## src/rtl/change_watch_ctrl.sv

```systemverilog
// rtl/change_watch_ctrl.sv - change-watchdog controller flagging per-sample change (pass) or stall (fail)
//
// Purpose:
//   Samples sig_in on every posedge of clk and, while monitoring, flags each
//   sample where the value changed (pass) or where the run of unchanged
//   samples exceeded MAX_STALL (fail). Keeps saturating pass/fail totals and
//   the current stall run length.
//
// Parameters:
//   WIDTH     width of sig_in
//   MAX_STALL consecutive unchanged samples tolerated before a fail
//   CNT_W     width of pass_cnt, fail_cnt and stall_cnt
//
// Ports:
//   clk        sampling clock, posedge
//   rst        asynchronous active-high reset
//   en         monitoring enable (level)
//   clr        synchronous clear of counters and stall tracking
//   sig_in     monitored signal
//   pass_pulse one-cycle pulse, change detected at the previous edge
//   fail_pulse one-cycle pulse, stall limit exceeded at the previous edge
//   pass_cnt   saturating pass total
//   fail_cnt   saturating fail total
//   stall_cnt  current run of unchanged samples
//   state      0=IDLE, 1=PRIME, 2=WATCH
//   busy       high while state != IDLE
//   fail_flag  sticky fail indicator (only with CHANGE_WATCH_STICKY_FAIL_EN)
//
// Optional feature macro: CHANGE_WATCH_STICKY_FAIL_EN

module change_watch_ctrl #(
    parameter int WIDTH     = 1,
    parameter int MAX_STALL = 0,
    parameter int CNT_W     = 16
) (
    input  logic             clk,
    input  logic             rst,
    input  logic             en,
    input  logic             clr,
    input  logic [WIDTH-1:0] sig_in,
    output logic             pass_pulse,
    output logic             fail_pulse,
    output logic [CNT_W-1:0] pass_cnt,
    output logic [CNT_W-1:0] fail_cnt,
    output logic [CNT_W-1:0] stall_cnt,
    output logic [1:0]       state,
    output logic             busy
`ifdef CHANGE_WATCH_STICKY_FAIL_EN
    ,
    output logic             fail_flag
`endif
);

    typedef enum logic [1:0] {
        IDLE  = 2'd0,
        PRIME = 2'd1,
        WATCH = 2'd2
    } state_t;

    localparam logic [CNT_W-1:0] CNT_MAX   = '1;
    // One extra bit so the stall limit comparison cannot overflow.
    localparam logic [CNT_W:0]   STALL_LIM = (CNT_W+1)'(MAX_STALL);

    state_t           state_q, state_d;
    logic [WIDTH-1:0] prev_q, prev_d;
    logic [CNT_W-1:0] pass_cnt_q, pass_cnt_d;
    logic [CNT_W-1:0] fail_cnt_q, fail_cnt_d;
    logic [CNT_W-1:0] stall_cnt_q, stall_cnt_d;
    logic             pass_pulse_q, pass_pulse_d;
    logic             fail_pulse_q, fail_pulse_d;
    logic             busy_q, busy_d;
    logic             flag_q, flag_d;
    logic [CNT_W:0]   stall_inc;

    always_comb begin
        state_d      = state_q;
        prev_d       = prev_q;
        pass_cnt_d   = pass_cnt_q;
        fail_cnt_d   = fail_cnt_q;
        stall_cnt_d  = stall_cnt_q;
        pass_pulse_d = 1'b0;
        fail_pulse_d = 1'b0;
        flag_d       = flag_q;
        stall_inc    = {1'b0, stall_cnt_q} + 1'b1;

        case (state_q)
            IDLE: begin
                stall_cnt_d = '0;
                if (en) begin
                    state_d = PRIME;
                end
            end
            PRIME: begin
                // No past value exists yet, so this sample only seeds prev.
                prev_d  = sig_in;
                state_d = en ? WATCH : IDLE;
            end
            WATCH: begin
                if (!en) begin
                    state_d     = IDLE;
                    stall_cnt_d = '0;
                end else begin
                    prev_d = sig_in;
                    if (sig_in != prev_q) begin
                        pass_pulse_d = 1'b1;
                        stall_cnt_d  = '0;
                        if (pass_cnt_q != CNT_MAX) begin
                            pass_cnt_d = pass_cnt_q + 1'b1;
                        end
                    end else if (stall_inc <= STALL_LIM) begin
                        stall_cnt_d = stall_inc[CNT_W-1:0];
                    end else begin
                        fail_pulse_d = 1'b1;
                        stall_cnt_d  = '0;
                        flag_d       = 1'b1;
                        if (fail_cnt_q != CNT_MAX) begin
                            fail_cnt_d = fail_cnt_q + 1'b1;
                        end
                    end
                end
            end
            default: begin
                state_d = IDLE;
            end
        endcase

        // Clear wins over any increment; pulses computed above still fire.
        if (clr) begin
            pass_cnt_d  = '0;
            fail_cnt_d  = '0;
            stall_cnt_d = '0;
            flag_d      = 1'b0;
        end

        busy_d = (state_d != IDLE);
    end

    always_ff @(posedge clk or posedge rst) begin
        if (rst) begin
            state_q      <= IDLE;
            prev_q       <= '0;
            pass_cnt_q   <= '0;
            fail_cnt_q   <= '0;
            stall_cnt_q  <= '0;
            pass_pulse_q <= 1'b0;
            fail_pulse_q <= 1'b0;
            busy_q       <= 1'b0;
            flag_q       <= 1'b0;
        end else begin
            state_q      <= state_d;
            prev_q       <= prev_d;
            pass_cnt_q   <= pass_cnt_d;
            fail_cnt_q   <= fail_cnt_d;
            stall_cnt_q  <= stall_cnt_d;
            pass_pulse_q <= pass_pulse_d;
            fail_pulse_q <= fail_pulse_d;
            busy_q       <= busy_d;
            flag_q       <= flag_d;
        end
    end

    assign pass_pulse = pass_pulse_q;
    assign fail_pulse = fail_pulse_q;
    assign pass_cnt   = pass_cnt_q;
    assign fail_cnt   = fail_cnt_q;
    assign stall_cnt  = stall_cnt_q;
    assign state      = state_q;
    assign busy       = busy_q;

`ifdef CHANGE_WATCH_STICKY_FAIL_EN
    assign fail_flag = flag_q;
`else
    // Sticky flag is not exported in this build; keep its logic from dangling.
    logic unused_flag;
    assign unused_flag = flag_q;
`endif

endmodule
```

## config.mk

```make
export PLATFORM = sky130hd
export DESIGN_NAME = change_watch_ctrl
export DESIGN_NICKNAME = d
export VERILOG_FILES = /design/src/rtl/change_watch_ctrl.sv
export SDC_FILE = /design/constraint.sdc
export NUM_CORES = 1
export LEC_CHECK = 0
export CAP_MARGIN = 20
export CORE_MARGIN = 2
export CORE_UTILIZATION = 40
export CTS_BUF_LIST = sky130_fd_sc_hd__clkbuf_16
export CTS_CLUSTER_DIAMETER = 80
export CTS_CLUSTER_SIZE = 28
export DETAILED_ROUTE_END_ITERATION = 16
export REMOVE_ABC_BUFFERS = 1
export SYNTH_ARGS = -nofsm -noshare
export SYNTH_HDL_FRONTEND = slang
export SYNTH_SLANG_ARGS = --single-unit
export TNS_END_PERCENT = 1
```

## constraint.sdc

```tcl
create_clock -name clk -period 2.7 [get_ports clk]
set_input_delay 0.675 -clock clk [delete_from_list [all_inputs] [get_ports clk]]
set_output_delay 0.675 -clock clk [all_outputs]
set_load 0.02 [all_outputs]
```

### Word level (Yosys, flattened, before mapping)

Index checks and enable logic that the tools add are counted.

* bits in registers: 54
* input bits: 5
* output and inout bits: 53
* word-level logic and storage cells: 61

* add/sub/neg operators: 3
* $lt $le $gt $ge: 1
* eq/ne operators: 8
* mux-type cells: 29
* reduce and logical (&&, ||, !) cells: 12

Operator list (count)
* $mux W16: 15
* $add A16 B1 Y16 const B: 2
* $ne A16 B16 Y1 const B: 2
* $pmux W16 S2: 1
* $add A16 B1 Y17 const B: 1
* $le A17 B1 Y1 const B: 1
* $reduce_bool A2 Y1: 7
* $mux W1: 8
* $mux W2: 3
* $ne A2 B2 Y1 const B: 3
* $pmux W2 S3: 1
* $reduce_and A5 Y1: 1
* $reduce_and A4 Y1: 1
* $reduce_bool A3 Y1: 1
* $eq A2 B1 Y1 const B: 1
* $eq A2 B2 Y1 const B: 1
* $logic_not A2 Y1: 1
* $pmux W1 S2: 1
* $reduce_and A2 Y1: 1
* $ne A1 B1 Y1: 1

### Depth between registers and ports, before layout

* depth in word-level cells: 7
* mapped depth: 12
* mapped depth without buffers: 8

### Worst setup path after synthesis

No wires, ideal clock.

* kind: register to register
* start point: reg stall_cnt_q[0] (netlist: stall_cnt[0])
* end point: reg fail_cnt_q[14] (netlist: fail_cnt[14])
* library setup time: 0.125 ns
* arrival: 2.421 ns
* required time: 2.575 ns
* slack: 0.154 ns
* stages on the path, launching flop included: 12
* buffers on the path: 3
* period minus slack after synthesis: 2.546 ns
* cell sequence: dfrtp_1 ha_1 and4_1 buf_4 and3_1 o21ai_1 a21oi_1 and4b_1 buf_6 buf_6 nor4b_4 mux2_4

* cells in the longest elaborated chain, start to end: 4

RTL lines
* start, declared: RTL line 68 `logic [CNT_W-1:0] stall_cnt_q, stall_cnt_d;`
* start signal, assigned: RTL line 154 `stall_cnt_q <= stall_cnt_d;`
* $add A16 B1 Y17: RTL line 84 `stall_inc = {1'b0, stall_cnt_q} + 1'b1;`
* $le A17 B1 Y1: RTL line 110 `end else if (stall_inc <= STALL_LIM) begin`
* $ne A2 B2 Y1 (no source line)
* $reduce_and A5 Y1 (no source line)
* end signal, assigned: RTL line 153 `fail_cnt_q <= fail_cnt_d;`
* end, declared: RTL line 67 `logic [CNT_W-1:0] fail_cnt_q, fail_cnt_d;`

No other way between the ends.
A chain may end at the register's enable or synchronous reset.

### Worst setup path in the final report

* start point: reg stall_cnt_q[0] (netlist: stall_cnt[0])
* end point: reg fail_cnt_q[6] (netlist: fail_cnt[6])

Same word-level chain as after synthesis.

==> flow_metrics.env <==
export IMPL_status="complete, no violations"
export IMPL_ys_seq_area_frac=0.463
export IMPL_hold_violations=0
export IMPL_vias_per_cell=5.19
export IMPL_end_kind="flip-flop"
export IMPL_finalSetupViolCount=0
export IMPL_synth_top_cell_by_area="dfrtp_1"
export IMPL_p_leak_nw=1.62
export IMPL_worstSetupStartpoint="stall_cnt[0]$_DFFE_PP0P_"
export IMPL_hpwl_um=4400
export IMPL_crit_top_cell="a21oi_1"
export IMPL_yosys_warnings=0
export IMPL_grt_pass1_wl_um=10600
export IMPL_critPathKind="reg -> reg"
export IMPL_ys_top_cells_by_area="dfrtp_1 (46%), and2_1 (3.9%), nor2_1 (3.7%)"
export IMPL_drt_iter0_markers=85
export IMPL_async_reset_ff_frac=1.00
export IMPL_drc_errors=0
export IMPL_fin_nets=362
export IMPL_endpoint="fail_cnt[6]$_DFFE_PP0P_"
export IMPL_synth_cell_area_um2=2920
export IMPL_finalWirelength_um=6510
export IMPL_first_global_vias=2206
export IMPL_core_rowCount=31
export IMPL_num_vias=2349
export IMPL_die_w_um=89.5
export IMPL_cts_hold_buf=0
export IMPL_synthCells=286
export IMPL_port_buffers=57
export IMPL_final_layout_size_suffix_gt1_frac=0.147
export IMPL_grt_use_total=0.170
export IMPL_coreArea_um2=7180
export IMPL_min_period_ns=2.45
export IMPL_finalMaxSlewViolations=0
export IMPL_cp_top_family="simple AND/OR/NAND/NOR gates"
export IMPL_cap_viol_max_count=0
export IMPL_cts_num_sinks=54
export IMPL_fin_crit_sh=0.907
export IMPL_placed_area_um2=3670
export IMPL_clk_insertion_delay_late_ns=0.29
export IMPL_chipHeight_um=89.5
export IMPL_cpPeakStageDelay_ns=0.47
export IMPL_antenna_found_initial=0
export IMPL_synth_seq_cells=54
export IMPL_clk_path_buf_depth=2
export IMPL_die_area_um2=8000
export IMPL_final_common_cell="clkdlybuf4s50_1"
export IMPL_fin_cells=453
export IMPL_cts_made_buffers=5
export IMPL_finalClockSkew_ns=0.00503
export IMPL_dp_cells=445
export IMPL_crit_buf_inv=1
export IMPL_antenna_left=0
export IMPL_r2r_end="fail_cnt[6]$_DFFE_PP0P_"
export IMPL_firstDrtPassIters=4
export IMPL_overflow=0
export IMPL_peakVddDrop_v=0.000244
export IMPL_slew_headroom=0.402
export IMPL_crit_cells=9
export IMPL_path_cells="ha_1 > and4_1 > and3_1 > o21ai_1 > a21oi_1 > and4b_1 > buf_12 > or4_1 > a21oi_1"
export IMPL_grt_max_degree=55
export IMPL_hold_class="reg -> reg"
export IMPL_initial_core_util=0.407
export IMPL_root_buffer="clkbuf_16"
export IMPL_r2r_setup_slack_ns=0.25
export IMPL_cts_tree="done"
export IMPL_synth_avg_cell_area_um2=10.2
export IMPL_place_congestion=0.754
export IMPL_htreeDepth=2
export IMPL_crit_reg2reg_launch="stall_cnt[0]$_DFFE_PP0P_"
export IMPL_finalSetupTns_ns=0
export IMPL_postCtsSetupRepairBufs=0
export IMPL_wl_per_cell_um=14.4
export IMPL_cts_clk_slew_worst_paths_ns=0.07
export IMPL_cpMaxStageDelayCell="or4_1"
export IMPL_fin_area_um2=3840
export IMPL_critPathLaunchType="flip-flop"
export IMPL_power_density_nw_per_um2=452
export IMPL_fmax_mhz=408
export IMPL_final_cell_mix="clkdlybuf4s50_1 (57), dfrtp_1 (54), nor2_1 (29)"
export IMPL_grt_setup_unrepaired="no"
export IMPL_synth_edf_count=0
export IMPL_tightest_slew_ns=0.895
export IMPL_io_pins=58
export IMPL_n_antenna_cell=0
export IMPL_area_delta_synth_final_pct=31.5
export IMPL_cp_required_ns=2.91
export IMPL_ys_types=46
export IMPL_arrival_ns=2.66
export IMPL_synth_top_area_frac=0.463
export IMPL_synthFlopType="dfrtp_1"
export IMPL_hold_slack_ns=0.531
export IMPL_reg2reg_depth=9
export IMPL_crit_fanout=26
-- worst reg2reg max path, delay by kind of cell (launching register included) --
kind                       cells  cell delay, ns
buffers and inverters          1            0.18
adders and majority gates      1            0.24
DFF                            1            0.38
and+or+nand+nor                4            1.19
AOI/OAI and AO/OA              3            0.36
-- worst min-delay path by stage --
stage                         startpoint                   endpoint  slack [ns]  depth (start not counted)
5_1_grt               prev_q$_DFFE_PP0P_         prev_q$_DFFE_PP0P_        0.57                          1
3_3_place_gp   stall_cnt[15]$_DFFE_PP0P_  stall_cnt[15]$_DFFE_PP0P_        0.51                          1
4_1_cts               prev_q$_DFFE_PP0P_         prev_q$_DFFE_PP0P_        0.53                          1
3_5_place_dp          prev_q$_DFFE_PP0P_         prev_q$_DFFE_PP0P_        0.52                          1
2_1_floorplan         prev_q$_DFFE_PP0P_         prev_q$_DFFE_PP0P_        0.50                          1
6_report              prev_q$_DFFE_PP0P_         prev_q$_DFFE_PP0P_        0.53                          1
-- cell families (layout without fill, tap and decap cells) --
logic type / count (synthesis) / count (layout) / share of synthesized area
AND/OR/NAND/NOR: 151 / 151 / 0.310
AO/OA/AOI/OAI: 32 / 32 / 0.0698
adder cells (fa/ha/maj): 4 / 4 / 0.0171
flip-flops: 54 / 54 / 0.463
multiplexers: 12 / 12 / 0.0540
buffers and inverters: 16 / 84 / 0.0351
XOR/XNOR: 17 / 17 / 0.0510
-- synth_stat cells, types with 3 or more instances --
| library cell | count |
|---|---|
| a21oi_1 | 14 |
| and2_1 | 18 |
| and3_1 | 7 |
| and4_1 | 4 |
| and4_4 | 4 |
| buf_6 | 5 |
| clkbuf_1 | 6 |
| dfrtp_1 | 54 |
| ha_1 | 4 |
| inv_1 | 3 |
| mux2_4 | 7 |
| mux2i_1 | 3 |
| nand2_1 | 16 |
| nand2b_1 | 4 |
| nand3_1 | 19 |
| nand4_1 | 7 |
| nor2_1 | 29 |
| nor2b_1 | 9 |
| nor3_1 | 3 |
| nor3_2 | 3 |
| nor3b_1 | 3 |
| o21ai_0 | 3 |
| o31ai_1 | 7 |
| or2_2 | 3 |
| or3_1 | 5 |
| or4_1 | 7 |
| xnor2_1 | 5 |
| xor2_1 | 12 |
-- per-stage QoR --
step | worst slack (ns) | util | power, mW
floorplan | 0.0541 | - | 0.948
global placement | -0.0481 | 0.511 | 1.03
detailed placement | -0.113 | 0.511 | 1.03
CTS | 0.200 | 0.535 | 1.76
global route | 0.0758 | 0.535 | 1.81
finish | 0.252 | 0.535 | 1.73
-- registers in the layout, indices dropped and copies added (netlist names) --
register	count
busy	1
fail_cnt	16
fail_pulse	1
pass_cnt	16
pass_pulse	1
prev_q	1
stall_cnt	16
state	2
-- metal layers --
metal,GRT usage,wire length [µm],vias to the layer above
met3,0.0369,203,4
met4,0.0488,51,0
li1,-,-,1151
met1,0.226,3140,1150
met5,0,0,-
met2,0.277,3120,44
-- final cells by class --
type / count / area [µm²]
timing repair buffer: 73 / 716
clock inverter: 3 / 41.3
tap: 99 / 124
inverter: 3 / 11.3
multi-input combinational: 216 / 1470
sequential: 54 / 1350
fill: 663 / 3330
clock buffer: 5 / 125
-- report_power, final --
group	switching (mW)	internal, mW	total, mW
combinational	0.0904	0.0709	0.161
sequential	0.0212	0.829	0.850
clock	0.289	0.435	0.723
-- repair_timing --
item,CTS,global route
endpoints found under the setup margin,0,3
hold endpoints to repair,0,0
resized for setup,0,1
(Power assumes the default switching activity.)
